==> src/rtl/sysid_regs_pkg.sv <==
// sysid_pkg: shared constants for the system ID / uptime register block.
//   - word addresses of the 8-entry register map
//   - bit positions inside CTRL and STATUS
//   - CTRL reset value (counter enabled out of reset)
package sysid_pkg;

  localparam logic [2:0] ADDR_ID        = 3'd0;
  localparam logic [2:0] ADDR_TIMESTAMP = 3'd1;
  localparam logic [2:0] ADDR_VERSION   = 3'd2;
  localparam logic [2:0] ADDR_SCRATCH   = 3'd3;
  localparam logic [2:0] ADDR_UPTIME_LO = 3'd4;
  localparam logic [2:0] ADDR_UPTIME_HI = 3'd5;
  localparam logic [2:0] ADDR_CTRL      = 3'd6;
  localparam logic [2:0] ADDR_STATUS    = 3'd7;

  localparam int CTRL_EN_BIT     = 0;
  localparam int CTRL_CLR_BIT    = 1;
  localparam int STATUS_WRAP_BIT = 0;

  localparam logic [31:0] CTRL_RESET = 32'h1;

endpackage

==> src/rtl/sysid_regs_if.sv <==
// sysid_regs_if: Avalon-MM style slave bus for the system ID block.
//   address[2:0]   word address
//   read, write    one-cycle strobes
//   writedata[31:0]
//   readdata[31:0] registered read data
//   readdatavalid  response strobe
//
// Handshake: there is no waitrequest. A strobe seen high at a rising clock
// edge is accepted at that edge. An accepted read is answered by
// readdatavalid=1 with readdata exactly one cycle later; readdata then holds
// until the next accepted read.
interface sysid_regs_if;
  logic [2:0]  address;
  logic        read;
  logic        write;
  logic [31:0] writedata;
  logic [31:0] readdata;
  logic        readdatavalid;

  modport master (
    output address, read, write, writedata,
    input  readdata, readdatavalid
  );

  modport slave (
    input  address, read, write, writedata,
    output readdata, readdatavalid
  );
endinterface

==> src/rtl/sysid_regs_uptime_counter.sv <==
// uptime_counter: free-running up counter with synchronous clear.
//   clock, reset   clock and asynchronous active-high reset
//   en             count by 1 per clock while high
//   clr            zero the counter at the next edge (takes priority)
//   count          current counter value
//   wrap_pulse     high during the single cycle in which the counter steps
//                  from all-ones to zero (never while clr is high)
module uptime_counter #(
  parameter int COUNT_W = 64
) (
  input  logic               clock,
  input  logic               reset,
  input  logic               en,
  input  logic               clr,
  output logic [COUNT_W-1:0] count,
  output logic               wrap_pulse
);

  localparam logic [COUNT_W-1:0] INC = {{(COUNT_W-1){1'b0}}, 1'b1};

  logic [COUNT_W-1:0] count_q;

  always_ff @(posedge clock or posedge reset) begin
    if (reset) begin
      count_q <= '0;
    end else if (clr) begin
      count_q <= '0;
    end else if (en) begin
      count_q <= count_q + INC;
    end
  end

  // A clear in the same cycle suppresses the wrap event.
  assign wrap_pulse = en & ~clr & (&count_q);
  assign count      = count_q;

endmodule

==> src/rtl/sysid_regs.sv <==
// sysid_regs: system ID / health peripheral, 8-word register map.
//   clock, reset  clock and asynchronous active-high reset
//   bus           sysid_regs_if slave port (address/read/write/writedata in,
//                 readdata/readdatavalid out, fixed read latency of 1)
// Map: 0 ID, 1 TIMESTAMP, 2 VERSION (constants), 3 SCRATCH (RW),
//      4 UPTIME_LO (also snapshots the high word), 5 UPTIME_HI (snapshot),
//      6 CTRL {clear(WO), enable}, 7 STATUS {wrap (sticky, W1C)}.
module sysid_regs
  import sysid_pkg::*;
#(
  parameter logic [31:0] SYSTEM_ID = 32'd102,
  parameter logic [31:0] TIMESTAMP = 32'd1526569095,
  parameter logic [31:0] VERSION   = 32'h0001_0000,
  parameter int          COUNT_W   = 64
) (
  input  logic        clock,
  input  logic        reset,
  sysid_regs_if.slave bus
);

  logic [COUNT_W-1:0] count;
  logic               wrap_pulse;
  logic               ctrl_en;
  logic               ctrl_clr;
  logic               wrap_flag;
  logic               status_w1c;
  logic [31:0]        scratch;
  logic [31:0]        shadow_hi;
  logic [31:0]        count_hi;
  logic [31:0]        rd_mux;
  logic [31:0]        readdata_q;
  logic               readdatavalid_q;

  // Clear is a pure strobe from the CTRL write; nothing is stored for it.
  assign ctrl_clr   = bus.write && (bus.address == ADDR_CTRL) && bus.writedata[CTRL_CLR_BIT];
  assign status_w1c = bus.write && (bus.address == ADDR_STATUS) && bus.writedata[STATUS_WRAP_BIT];

  uptime_counter #(
    .COUNT_W (COUNT_W)
  ) u_counter (
    .clock      (clock),
    .reset      (reset),
    .en         (ctrl_en),
    .clr        (ctrl_clr),
    .count      (count),
    .wrap_pulse (wrap_pulse)
  );

  // High part of the live counter, zero-extended to a full word.
  always_comb begin
    count_hi = '0;
    count_hi[COUNT_W-33:0] = count[COUNT_W-1:32];
  end

  always_comb begin
    rd_mux = '0;
    case (bus.address)
      ADDR_ID:        rd_mux = SYSTEM_ID;
      ADDR_TIMESTAMP: rd_mux = TIMESTAMP;
      ADDR_VERSION:   rd_mux = VERSION;
      ADDR_SCRATCH:   rd_mux = scratch;
      ADDR_UPTIME_LO: rd_mux = count[31:0];
      ADDR_UPTIME_HI: rd_mux = shadow_hi;
      ADDR_CTRL:      rd_mux[CTRL_EN_BIT] = ctrl_en;
      ADDR_STATUS:    rd_mux[STATUS_WRAP_BIT] = wrap_flag;
      default:        rd_mux = '0;
    endcase
  end

  always_ff @(posedge clock or posedge reset) begin
    if (reset) begin
      readdata_q      <= '0;
      readdatavalid_q <= 1'b0;
      scratch         <= '0;
      shadow_hi       <= '0;
      ctrl_en         <= CTRL_RESET[CTRL_EN_BIT];
      wrap_flag       <= 1'b0;
    end else begin
      readdatavalid_q <= bus.read;
      // Reads sample pre-write state, so a same-cycle write is not visible.
      if (bus.read) begin
        readdata_q <= rd_mux;
        // Latch the high word together with the low word so a later
        // UPTIME_HI read is coherent with this UPTIME_LO value.
        if (bus.address == ADDR_UPTIME_LO) begin
          shadow_hi <= count_hi;
        end
      end
      if (bus.write && (bus.address == ADDR_SCRATCH)) begin
        scratch <= bus.writedata;
      end
      if (bus.write && (bus.address == ADDR_CTRL)) begin
        ctrl_en <= bus.writedata[CTRL_EN_BIT];
      end
      // A new wrap beats a simultaneous W1C.
      if (wrap_pulse) begin
        wrap_flag <= 1'b1;
      end else if (status_w1c) begin
        wrap_flag <= 1'b0;
      end
    end
  end

  assign bus.readdata      = readdata_q;
  assign bus.readdatavalid = readdatavalid_q;

endmodule
==> src/flat_wrapper.sv <==
// flat-port wrapper written by rule: the top's interface ports become plain ports
module sysid_regs_flat import sysid_pkg::*;
#(
  parameter logic [31:0] SYSTEM_ID = 32'd102,
  parameter logic [31:0] TIMESTAMP = 32'd1526569095,
  parameter logic [31:0] VERSION   = 32'h0001_0000,
  parameter int          COUNT_W   = 64
)
  (clock, reset, bus_address, bus_read, bus_write, bus_writedata, bus_readdata, bus_readdatavalid);
  sysid_regs_if bus_i ();
  input  logic clock;
  input  logic reset;
  input wire logic [$bits(bus_i.address)-1:0] bus_address;
  input wire logic [$bits(bus_i.read)-1:0] bus_read;
  input wire logic [$bits(bus_i.write)-1:0] bus_write;
  input wire logic [$bits(bus_i.writedata)-1:0] bus_writedata;
  output wire logic [$bits(bus_i.readdata)-1:0] bus_readdata;
  output wire logic [$bits(bus_i.readdatavalid)-1:0] bus_readdatavalid;
  assign bus_i.address = bus_address;
  assign bus_i.read = bus_read;
  assign bus_i.write = bus_write;
  assign bus_i.writedata = bus_writedata;
  assign bus_readdata = bus_i.readdata;
  assign bus_readdatavalid = bus_i.readdatavalid;
  sysid_regs #(.SYSTEM_ID(SYSTEM_ID), .TIMESTAMP(TIMESTAMP), .VERSION(VERSION), .COUNT_W(COUNT_W)) u_core (.clock(clock), .reset(reset), .bus(bus_i));
endmodule
==> config.mk <==
export PLATFORM = sky130hd
export DESIGN_NAME = sysid_regs_flat
export DESIGN_NICKNAME = d
export VERILOG_FILES = /design/src/rtl/sysid_regs_pkg.sv /design/src/rtl/sysid_regs_if.sv /design/src/rtl/sysid_regs_uptime_counter.sv /design/src/rtl/sysid_regs.sv /design/src/flat_wrapper.sv
export SDC_FILE = /design/constraint.sdc
export NUM_CORES = 1
export LEC_CHECK = 0
export BUFFER_PORTS_ARGS = -buffer_cell sky130_fd_sc_hd__buf_4
export CAP_MARGIN = 40
export CORE_ASPECT_RATIO = 1.1
export CORE_MARGIN = 1
export CORE_UTILIZATION = 54
export CTS_CLUSTER_DIAMETER = 120
export DETAILED_ROUTE_END_ITERATION = 16
export PLACE_DENSITY = 0.77
export SLEW_MARGIN = 20
export SYNTH_ARGS = -nofsm -noshare
export SYNTH_HDL_FRONTEND = slang
export SYNTH_SLANG_ARGS = --single-unit
==> constraint.sdc <==
create_clock -name clock -period 5.14 [get_ports clock]
set_input_delay 0.514 -clock clock [delete_from_list [all_inputs] [get_ports clock]]
set_output_delay 0.514 -clock clock [all_outputs]
set_load 0.05 [all_outputs]
==> flow_summary_export.csv, run 1 <==
group,metric,value,unit
floorplan,core_area,0.0139,mm²
synthesis,yosysMostFrequentCell,"dfrtp_1",
floorplan,std_cell_rows,45,
pwr,p_per_area,418,mW/mm²
critical_path,cp_data_required_time,5.50,ns
routing,drc,0,
synthesis,synth_edf_count,0,
floorplan,die_area,0.0147,mm²
synthesis,syn-num-nets,771,
placement,dp.final_hpwl,13000,µm
global_route,grt_pass1_vias,6065,
cts,cts_resized,0,
routing,drt-vias-per-instance,6.22,
pwr,vdd_drop_max,0.262,mV
critical_path,worstSetupStartpointType,"flop",
global_route,grt_pass1_wl,31300,µm
pwr,internal_power,2.60,mW
placement,postPlaceCellArea,0.00841,mm²
final_layout,nets,825,
synthesis,synth_async_sr_flop_share,100,%
routing,wl,19000,µm
run,cap_violations,0,
synthesis,synth_top_area_cell,"dfrtp_1",
global_route,antenna_found_initial,0,
synthesis,ys_types,47,
floorplan,die_h,127,µm
critical_path,worstSetupEndpointType,"flop",
final_layout,layout-area-overhead-vs-synth,16.4,%
floorplan,io_pins,72,
critical_path,reg2reg_depth,5,
synthesis,ys_ff_latch,163,
cts,holdBufCountCts,0,
timing,relSlewSlack,53.9,%
timing,rsz0062_at_grt,"no",
pwr,share_comb_of_total_power,18.5,%
cts,clk_latency,0.44,ns
floorplan,initial_core_util,55.6,%
pwr,swShare,30.8,%
timing,hold_viol,0,
status,status,"finished, final reports clean",
pwr,p_switching,1.15,mW
critical_path,crit_fanout,16,
placement,io_buffers,71,
timing,drv_slew,0,
synthesis,seq_area_frac_synth,53.0,%
routing,antenna_left,0,
cts,ctsRootBufferMaster,"clkbuf_16",
synthesis,synthFlopType,"dfrtp_1",
cts,htreeDepth,4,
critical_path,regToRegEndpoint,"u_core.u_counter.count[60]$_DFFE_PP0P_",
placement,place.gp.congestion,0.915,
synthesis,yosysTopAreaCellShare,52.6,%
cts,post-cts-setup-buffers,0,
synthesis,yosysWarnings,0,
cts,cts_tree,"done",
critical_path,reg2reg_from,"u_core.ctrl_en$_DFFE_PP1N_",
final_layout,diodes,0,
timing,min_period,2.85,ns
floorplan,die_x,116,µm
synthesis,syn_inst,731,
critical_path,crit_arrival,3.21,ns
critical_path,reg2reg_slack,2.29,ns
routing,firstDrtPassIters,5,
routing,vias,6125,
cts,clk_path_buf_depth,2,
final_layout,fin_area,0.00896,mm²
timing,timing.final.crit_share,55.4,%
cts,cts_num_sinks,163,
critical_path,criticalPathCategory,"reg2reg",
timing,tns,0,ns
timing,fin_skew,0.00697,ns
timing,worst_slew_pin_slew,0.687,ns
global_route,overflow,0,
global_route,track_usage,27.9,%
worst_hold_path,min_path_type,"in2async",
final_layout,final_layout_size_suffix_gt1_share,23.7,%
synthesis,synthTopCellsByArea,"dfrtp_1 53%, mux2_2 9.5%, o21ai_0 2.9%",
synthesis,avgSynthCellArea,10.5,µm²
synthesis,synth_common_cells,"162 x dfrtp_1, 65 x mux2_2, 56 x inv_1, 44 x o21ai_0, 43 x nor2_1",
pwr,p_leak,3.88,nW
routing,first_iter_violations,504,
pwr,seq_power_share,48.8,%
global_route,grt_max_degree,84,
timing,max_freq,0.351,GHz
pwr,p_clk_share,32.7,%
cts,cts.clk_slew.worst_paths,0.06,ns
timing,finalSetupViolCount,0,
cts,numCtsBuffers,17,
routing,wl_per_cell,19.3,µm
synthesis,synth_area,0.00770,mm²
-- worst max path at each step --
stage,startpoint,to,slack [ns],cells after the start
after global placement,bus_address[2],u_core.bus.readdata[5]$_DFFE_PP0P_,2.32,6
after detailed placement,bus_address[1],u_core.scratch[20]$_DFFE_PP0P_,2.30,7
after CTS,u_core.ctrl_en$_DFFE_PP1N_,u_core.u_counter.count[60]$_DFFE_PP0P_,2.39,5
after floorplan,reset,u_core.bus.readdata[0]$_DFFE_PP0P_,0.22,1
final,u_core.ctrl_en$_DFFE_PP1N_,u_core.u_counter.count[60]$_DFFE_PP0P_,2.29,5
after global routing,u_core.u_counter.count[0]$_DFFE_PP0P_,u_core.u_counter.count[60]$_DFFE_PP0P_,2.13,6
-- cell usage in the layout (no fill, tap or decap), types with 2 or more instances in the layout --
cell        synthesis  routed
nor2_1             43      43
nand4_1            18      18
xnor2_1            19      19
a21oi_1            28      28
clkinv_2            0       6
a22oi_1            29      29
or2_2               2       2
o21ai_0            44      44
nor3_2              2       2
mux2_2             65      65
xor2_1             15      15
inv_1              56      55
a31o_2              2       2
and4_1              6       6
clkinvlp_4          0       3
nand3_1            27      27
dfrtp_1           162     162
o22ai_1            30      30
nor3_1             10      10
bufinv_16           0       2
o31ai_1            14      14
o211ai_1            6       6
buf_4               1      76
clkbuf_16           0      17
and3_1              5       5
nor4_1              5       5
or4_1              16      16
nor2b_1             2       2
nand4_2             2       2
a22o_1             13      13
nand2_1            31      31
and2_1              6       5
clkbuf_1           29       2
mux2i_1             2       2
or3_1              12      12
-- worst max-delay path: stages (launching register included) --
cell	delay (ns)
dfstp_2	0.60
and3_1	0.23
and3_1	0.55
nand4_1	0.63
or4_1	0.60
a21oi_1	0.15
-- cell type report --
type / count / area [µm²]
fill: 1077 / 4890
sequential: 163 / 4080
multi-input combinational: 467 / 3230
timing repair buffer: 80 / 644
clock buffer: 20 / 447
tap: 188 / 235
inverter: 56 / 215
clock inverter: 11 / 113
-- stage by stage --
| step | hold WS [ns] | setup slack (ns) | power [mW] | utilization (%) | instances |
|---|---|---|---|---|---|
| 3_5_place_dp | 0.493 | 2.30 | 2.53 | 60.7 | 954 |
| 6_report | 0.0729 | 2.29 | 3.75 | 64.7 | 985 |
| 3_3_place_gp | 0.485 | 2.32 | 2.47 | 60.2 | 950 |
| 2_1_floorplan | 0.472 | 0.223 | 2.26 | - | 731 |
| 5_1_grt | 0.103 | 2.13 | 3.90 | 64.7 | 985 |
| 4_1_cts | 0.0854 | 2.39 | 3.75 | 64.7 | 985 |
-- cells by family (layout without fill, tap and decap cells) --
family	count (synthesis)	count (layout)	share of synthesized area, %
AND/OR/NAND/NOR	192	192	13.8
AO/OA/AOI/OAI	173	173	14.3
flip-flops	163	163	53.0
buffers and inverters	101	167	5.12
multiplexers	67	67	9.76
XOR/XNOR	34	34	3.87
adder cells (fa/ha/maj)	1	1	0.162
-- routing by layer --
layer	track usage (%)	vias to the layer above	part of all wire [%]
met5	0	-	0
met4	11.2	0	2.4
met3	5.03	41	6.7
met2	44.2	274	49
met1	38.0	3057	41
li1	-	2753	-
-- sequential cells by signal, summed over array words and instances, names as in the netlist --
signal,flops
u_core.ctrl_en,1
u_core.u_counter.count,64
u_core.wrap_flag,1
u_core.bus.readdatavalid,1
u_core.scratch,32
u_core.bus.readdata,32
u_core.shadow_hi,32
-- power groups by stage --
stage               clock network, mW  logic, mW  registers [mW]
finish                           1.23      0.694            1.83
detailed placement                  0      0.687            1.84
CTS                              1.23      0.696            1.82
global route                     1.28      0.757            1.86
global placement                    0      0.656            1.82
floorplan                           0      0.410            1.85
No activity file was read; power rests on OpenSTA's default activity.
==> run 2, diff against run 1 <==
clock period = 2.3 ns   (was 5.14 ns; I/O delays follow)
==> flow_summary_export.csv, run 2 (synthesis results as in run 1) <==
group,metric,value,unit
timing,rsz0062_at_grt,"no",
timing,relSlewSlack,42.5,%
final_layout,layout-area-overhead-vs-synth,19.8,%
cts,numCtsBuffers,17,
floorplan,io_pins,72,
critical_path,worstSetupStartpointType,"flop",
floorplan,die_x,116,µm
final_layout,fin_area,0.00923,mm²
global_route,antenna_found_initial,0,
pwr,vdd_drop_max,0.555,mV
final_layout,regArea,0.00408,mm²
pwr,p_leak,4.05,nW
global_route,grt_pass1_wl,31300,µm
final_layout,nets,853,
final_layout,layout_common_cells,"162 x dfrtp_1, 106 x buf_4, 65 x mux2_2",
worst_hold_path,worstHoldPathCells,2,
placement,place.gp.congestion,0.859,
pwr,finalPower,8.66,mW
routing,antenna_left,0,
final_layout,nFillCells,1049,
routing,vias,6181,
critical_path,reg2reg_slack,0.10,ns
global_route,grt_max_degree,164,
routing,drt-vias-per-instance,6.10,
final_layout,diodes,0,
floorplan,core_area,0.0139,mm²
routing,wl_per_cell,19.2,µm
timing,holdWs,0.0228,ns
routing,first_iter_violations,638,
timing,fin_skew,0.00946,ns
placement,dp.final_hpwl,13300,µm
global_route,grt_pass1_vias,6011,
critical_path,crit_fanout,18,
worst_hold_path,hp-start,"bus_writedata[12]",
status,status,"finished, final reports clean",
floorplan,die_h,127,µm
timing,hold_viol,0,
critical_path,worstSetupEndpointType,"flop",
final_layout,postLayoutCoreUtil,66.6,%
routing,wl,19500,µm
placement,place_ws,0.0855,ns
placement,io_buffers,71,
cts,ctsRootBufferMaster,"clkbuf_16",
floorplan,initial_core_util,55.6,%
placement,postPlaceCellArea,0.00860,mm²
worst_hold_path,min_to,"u_core.scratch[12]$_DFFE_PP0P_",
critical_path,criticalPathCategory,"reg2reg",
cts,htreeDepth,4,
routing,firstDrtPassIters,5,
timing,min_period,2.20,ns
critical_path,regToRegEndpoint,"u_core.u_counter.count[58]$_DFFE_PP0P_",
final_layout,largest_reg_flops,64,
final_layout,final_cells,1014,
floorplan,std_cell_rows,45,
timing,timing.final.crit_share,95.6,%
critical_path,cp_data_required_time,2.67,ns
cts,cts.clk_slew.worst_paths,0.06,ns
final_layout,final_layout_size_suffix_gt1_share,26.6,%
floorplan,die_area,0.0147,mm²
global_route,overflow,0,
cts,clk_latency,0.44,ns
pwr,p_per_area,939,mW/mm²
routing,drc,0,
run,cap_violations,0,
critical_path,crit_arrival,2.56,ns
timing,max_freq,0.455,GHz
critical_path,reg2reg_depth,6,
final_layout,final_common_cell,"dfrtp_1",
cts,clk_path_buf_depth,2,
critical_path,reg2reg_from,"u_core.u_counter.count[24]$_DFFE_PP0P_",
cts,cts_tree,"done",
timing,worst_slew_pin_slew,0.863,ns
placement,dp.cells,982,
worst_hold_path,min_path_type,"in2reg",
timing,worst_slack,0.101,ns
cts,cts_num_sinks,163,
cts,holdBufCountCts,0,
timing,tns,0,ns
global_route,track_usage,28.2,%
timing,drv_slew,0,
final_layout,multi_input_area,0.00324,mm²
timing,finalSetupViolCount,0,
run 2: what timing repair did:
item	in CTS	in global routing
setup buffers	0	0
resized for setup	0	3
setup endpoints to repair	0	12
run 2: power by group:
group          internal [mW]  switching [mW]  total (mW)  leakage (nW)
Clock                   1.85            1.13        2.98         0.298
Sequential              3.49           0.588        4.08          2.08
Combinational          0.733           0.872        1.60          1.67
run 2: worst max path at each step:
stage / to / slack [ns] / start / cells past startpoint
2_1_floorplan: u_core.bus.readdata[0]$_DFFE_PP0P_ / 0.00001 / reset / 1
3_3_place_gp: u_core.u_counter.count[39]$_DFFE_PP0P_ / 0.17 / u_core.ctrl_en$_DFFE_PP1N_ / 6
3_5_place_dp: u_core.u_counter.count[63]$_DFFE_PP0P_ / 0.09 / u_core.ctrl_en$_DFFE_PP1N_ / 5
4_1_cts: u_core.u_counter.count[49]$_DFFE_PP0P_ / 0.05 / u_core.ctrl_en$_DFFE_PP1N_ / 5
5_1_grt: u_core.u_counter.count[58]$_DFFE_PP0P_ / 0.01 / u_core.u_counter.count[24]$_DFFE_PP0P_ / 6
6_report: u_core.u_counter.count[58]$_DFFE_PP0P_ / 0.10 / u_core.u_counter.count[24]$_DFFE_PP0P_ / 6
run 2: final cells by class:
cell class	instances	share of cell area (%)
timing repair buffer	108	9.06
sequential	163	44.2
inverter	56	2.32
clock inverter	8	1.33
tap	188	2.55
clock buffer	24	5.44
multi-input combinational	467	35.1
run 2: routing by layer:
metal,global-route usage [%],vias up,share of wire [%]
met1,38.5,3093,42
met3,5.98,44,6.4
met5,0,-,0
met4,9.80,0,2.8
met2,44.5,241,49
li1,-,2803,-
run 2: critical path: stages, from the launching register on:
cell	delay (ns)
dfrtp_1	0.43
nand3_1	0.19
nor4_4	0.49
nand4_2	0.14
buf_4	0.22
or4_1	0.51
a21oi_1	0.14
==> run 3, diff against run 2 <==
CORE_MARGIN = 5   (was 1)
PLACE_DENSITY = 0.81   (was 0.77)
==> flow_summary_export.csv, run 3 (synthesis results as in run 1) <==
group,metric,value,unit
timing,fin_skew,0.00842,ns
critical_path,crit_fanout,22,
floorplan,std_cell_rows,45,
cts,htreeDepth,4,
routing,antenna_left,0,
final_layout,final_common_cell,"dfrtp_1",
final_layout,nets,848,
cts,cts.clk_slew.worst_paths,0.06,ns
floorplan,initial_core_util,55.4,%
timing,drv_slew,0,
critical_path,worstSetupEndpointType,"flop",
cts,numCtsBuffers,17,
floorplan,core_area,0.0139,mm²
cts,cts_tree,"done",
timing,relSlewSlack,66.0,%
floorplan,die_x,124,µm
cts,cts_num_sinks,163,
timing,finalSetupViolCount,0,
pwr,p_leak,4.00,nW
worst_hold_path,min_path_type,"in2reg",
critical_path,cpPeakStageDelay,0.61,ns
placement,io_buffers,71,
global_route,overflow,0,
timing,timing.final.crit_share,96.5,%
placement,dp.final_hpwl,13700,µm
routing,drc,0,
final_layout,layout_common_cells,"161 x dfrtp_1, 98 x buf_4, 65 x mux2_2",
timing,max_freq,0.450,GHz
timing,rsz0062_at_grt,"yes",
global_route,grt_pass1_vias,6462,
global_route,antenna_found_initial,0,
routing,drt-vias-per-instance,6.27,
critical_path,cp_data_required_time,2.65,ns
pwr,swShare,30.2,%
routing,first_iter_violations,857,
final_layout,layout-area-overhead-vs-synth,19.3,%
critical_path,crit_arrival,2.57,ns
pwr,finalPower,8.58,mW
critical_path,cp_slowest_cell,"dfstp_2",
floorplan,die_area,0.0168,mm²
timing,min_period,2.22,ns
cts,clk_latency,0.43,ns
pwr,seq_power_share,47.5,%
final_layout,diodes,0,
critical_path,criticalPathCategory,"reg2reg",
floorplan,die_h,135,µm
pwr,p_per_area,934,mW/mm²
cts,post-cts-setup-buffers,0,
routing,wl_per_cell,20.3,µm
critical_path,worstSetupStartpointType,"flop",
cts,clk_path_buf_depth,2,
pwr,p_clk_share,33.3,%
routing,firstDrtPassIters,5,
final_layout,nFillCells,1004,
critical_path,cp_num_buf_inv,0,
cts,ctsRootBufferMaster,"clkbuf_16",
pwr,share_comb_of_total_power,19.2,%
timing,hold_viol,0,
pwr,internal_power,5.99,mW
status,status,"finished, final reports clean",
global_route,grt_pass1_wl,33600,µm
routing,vias,6315,
pwr,p_switching,2.59,mW
global_route,grt_max_degree,97,
final_layout,postLayoutCoreUtil,66.1,%
timing,worst_slew_pin_slew,0.509,ns
routing,wl,20400,µm
final_layout,final_layout_size_suffix_gt1_share,26.1,%
floorplan,io_pins,72,
placement,place.gp.congestion,0.880,
final_layout,largest_reg_flops,64,
critical_path,cp_top_family,"simple AND/OR/NAND/NOR gates",
run,cap_violations,0,
pwr,vdd_drop_max,0.587,mV
global_route,track_usage,25.9,%
critical_path,crit_chain,"and4_1 > and3_2 > nand2_2 > or4_1 > a21oi_1",
-- run 3: power groups by stage --
stage	Clock, mW	Combinational (mW)	Sequential [mW]
2_1_floorplan	0	0.917	4.14
3_3_place_gp	0	1.55	4.04
3_5_place_dp	0	1.61	4.08
4_1_cts	2.89	1.65	4.05
5_1_grt	3.01	1.79	4.14
6_report	2.86	1.65	4.07
-- run 3: layer usage --
metal / track usage, % / vias to the layer above / share of wire [%]
met3: 4.51 / 70 / 6.6
li1: - / 2803 / -
met1: 33.6 / 3143 / 39
met5: 0 / - / 0
met4: 11.4 / 0 / 3.7
met2: 42.4 / 299 / 51
-- run 3: path summary, 6_finish.rpt --
check / from / endpoint / slack (ns) / cells after the start
max in group asynchronous: reset / u_core.shadow_hi[6]$_DFFE_PP0P_ / 1.35 / 4
min reg2reg: u_core.shadow_hi[25]$_DFFE_PP0P_ / u_core.shadow_hi[25]$_DFFE_PP0P_ / 0.50 / 1
max: u_core.ctrl_en$_DFFE_PP1N_ / u_core.u_counter.count[57]$_DFFE_PP0P_ / 0.08 / 5
min in group asynchronous: reset / u_core.scratch[18]$_DFFE_PP0P_ / 0.50 / 4
min: bus_writedata[18] / u_core.scratch[18]$_DFFE_PP0P_ / 0.03 / 2
max reg2reg: u_core.ctrl_en$_DFFE_PP1N_ / u_core.u_counter.count[57]$_DFFE_PP0P_ / 0.08 / 5
-- run 3: stage by stage --
stage / cell area [µm²] / instances / setup WS (ns) / hold WS, ns / setup TNS [ns]
after floorplan: 7710 / 731 / 0.0000133 / 0.261 / 0
after global placement: 8580 / 976 / 0.162 / 0.387 / 0
after detailed placement: 8580 / 976 / 0.108 / 0.396 / 0
after CTS: 9180 / 1007 / 0.0474 / 0.0299 / 0
after global routing: 9190 / 1007 / -0.00606 / 0.0327 / -0.00606
final: 9190 / 1007 / 0.0795 / 0.0346 / 0
-- run 3: timing repair --
action | 4_1_cts | 5_1_grt
gates resized for setup | 0 | 5
endpoints found under the setup margin | 0 | 13
endpoints found under the hold margin | 67 | 0
hold buffers | 1 | 0
-- run 3: cell type report --
type / count / area [µm²] / area share (%)
flip-flops and latches: 163 / 4080 / 44.4
multi-input cells: 467 / 3240 / 35.3
repair buffers: 103 / 826 / 8.99
clock buffers: 22 / 464 / 5.05
well taps: 188 / 235 / 2.56
inverters: 56 / 214 / 2.33
clock inverters: 8 / 128 / 1.39
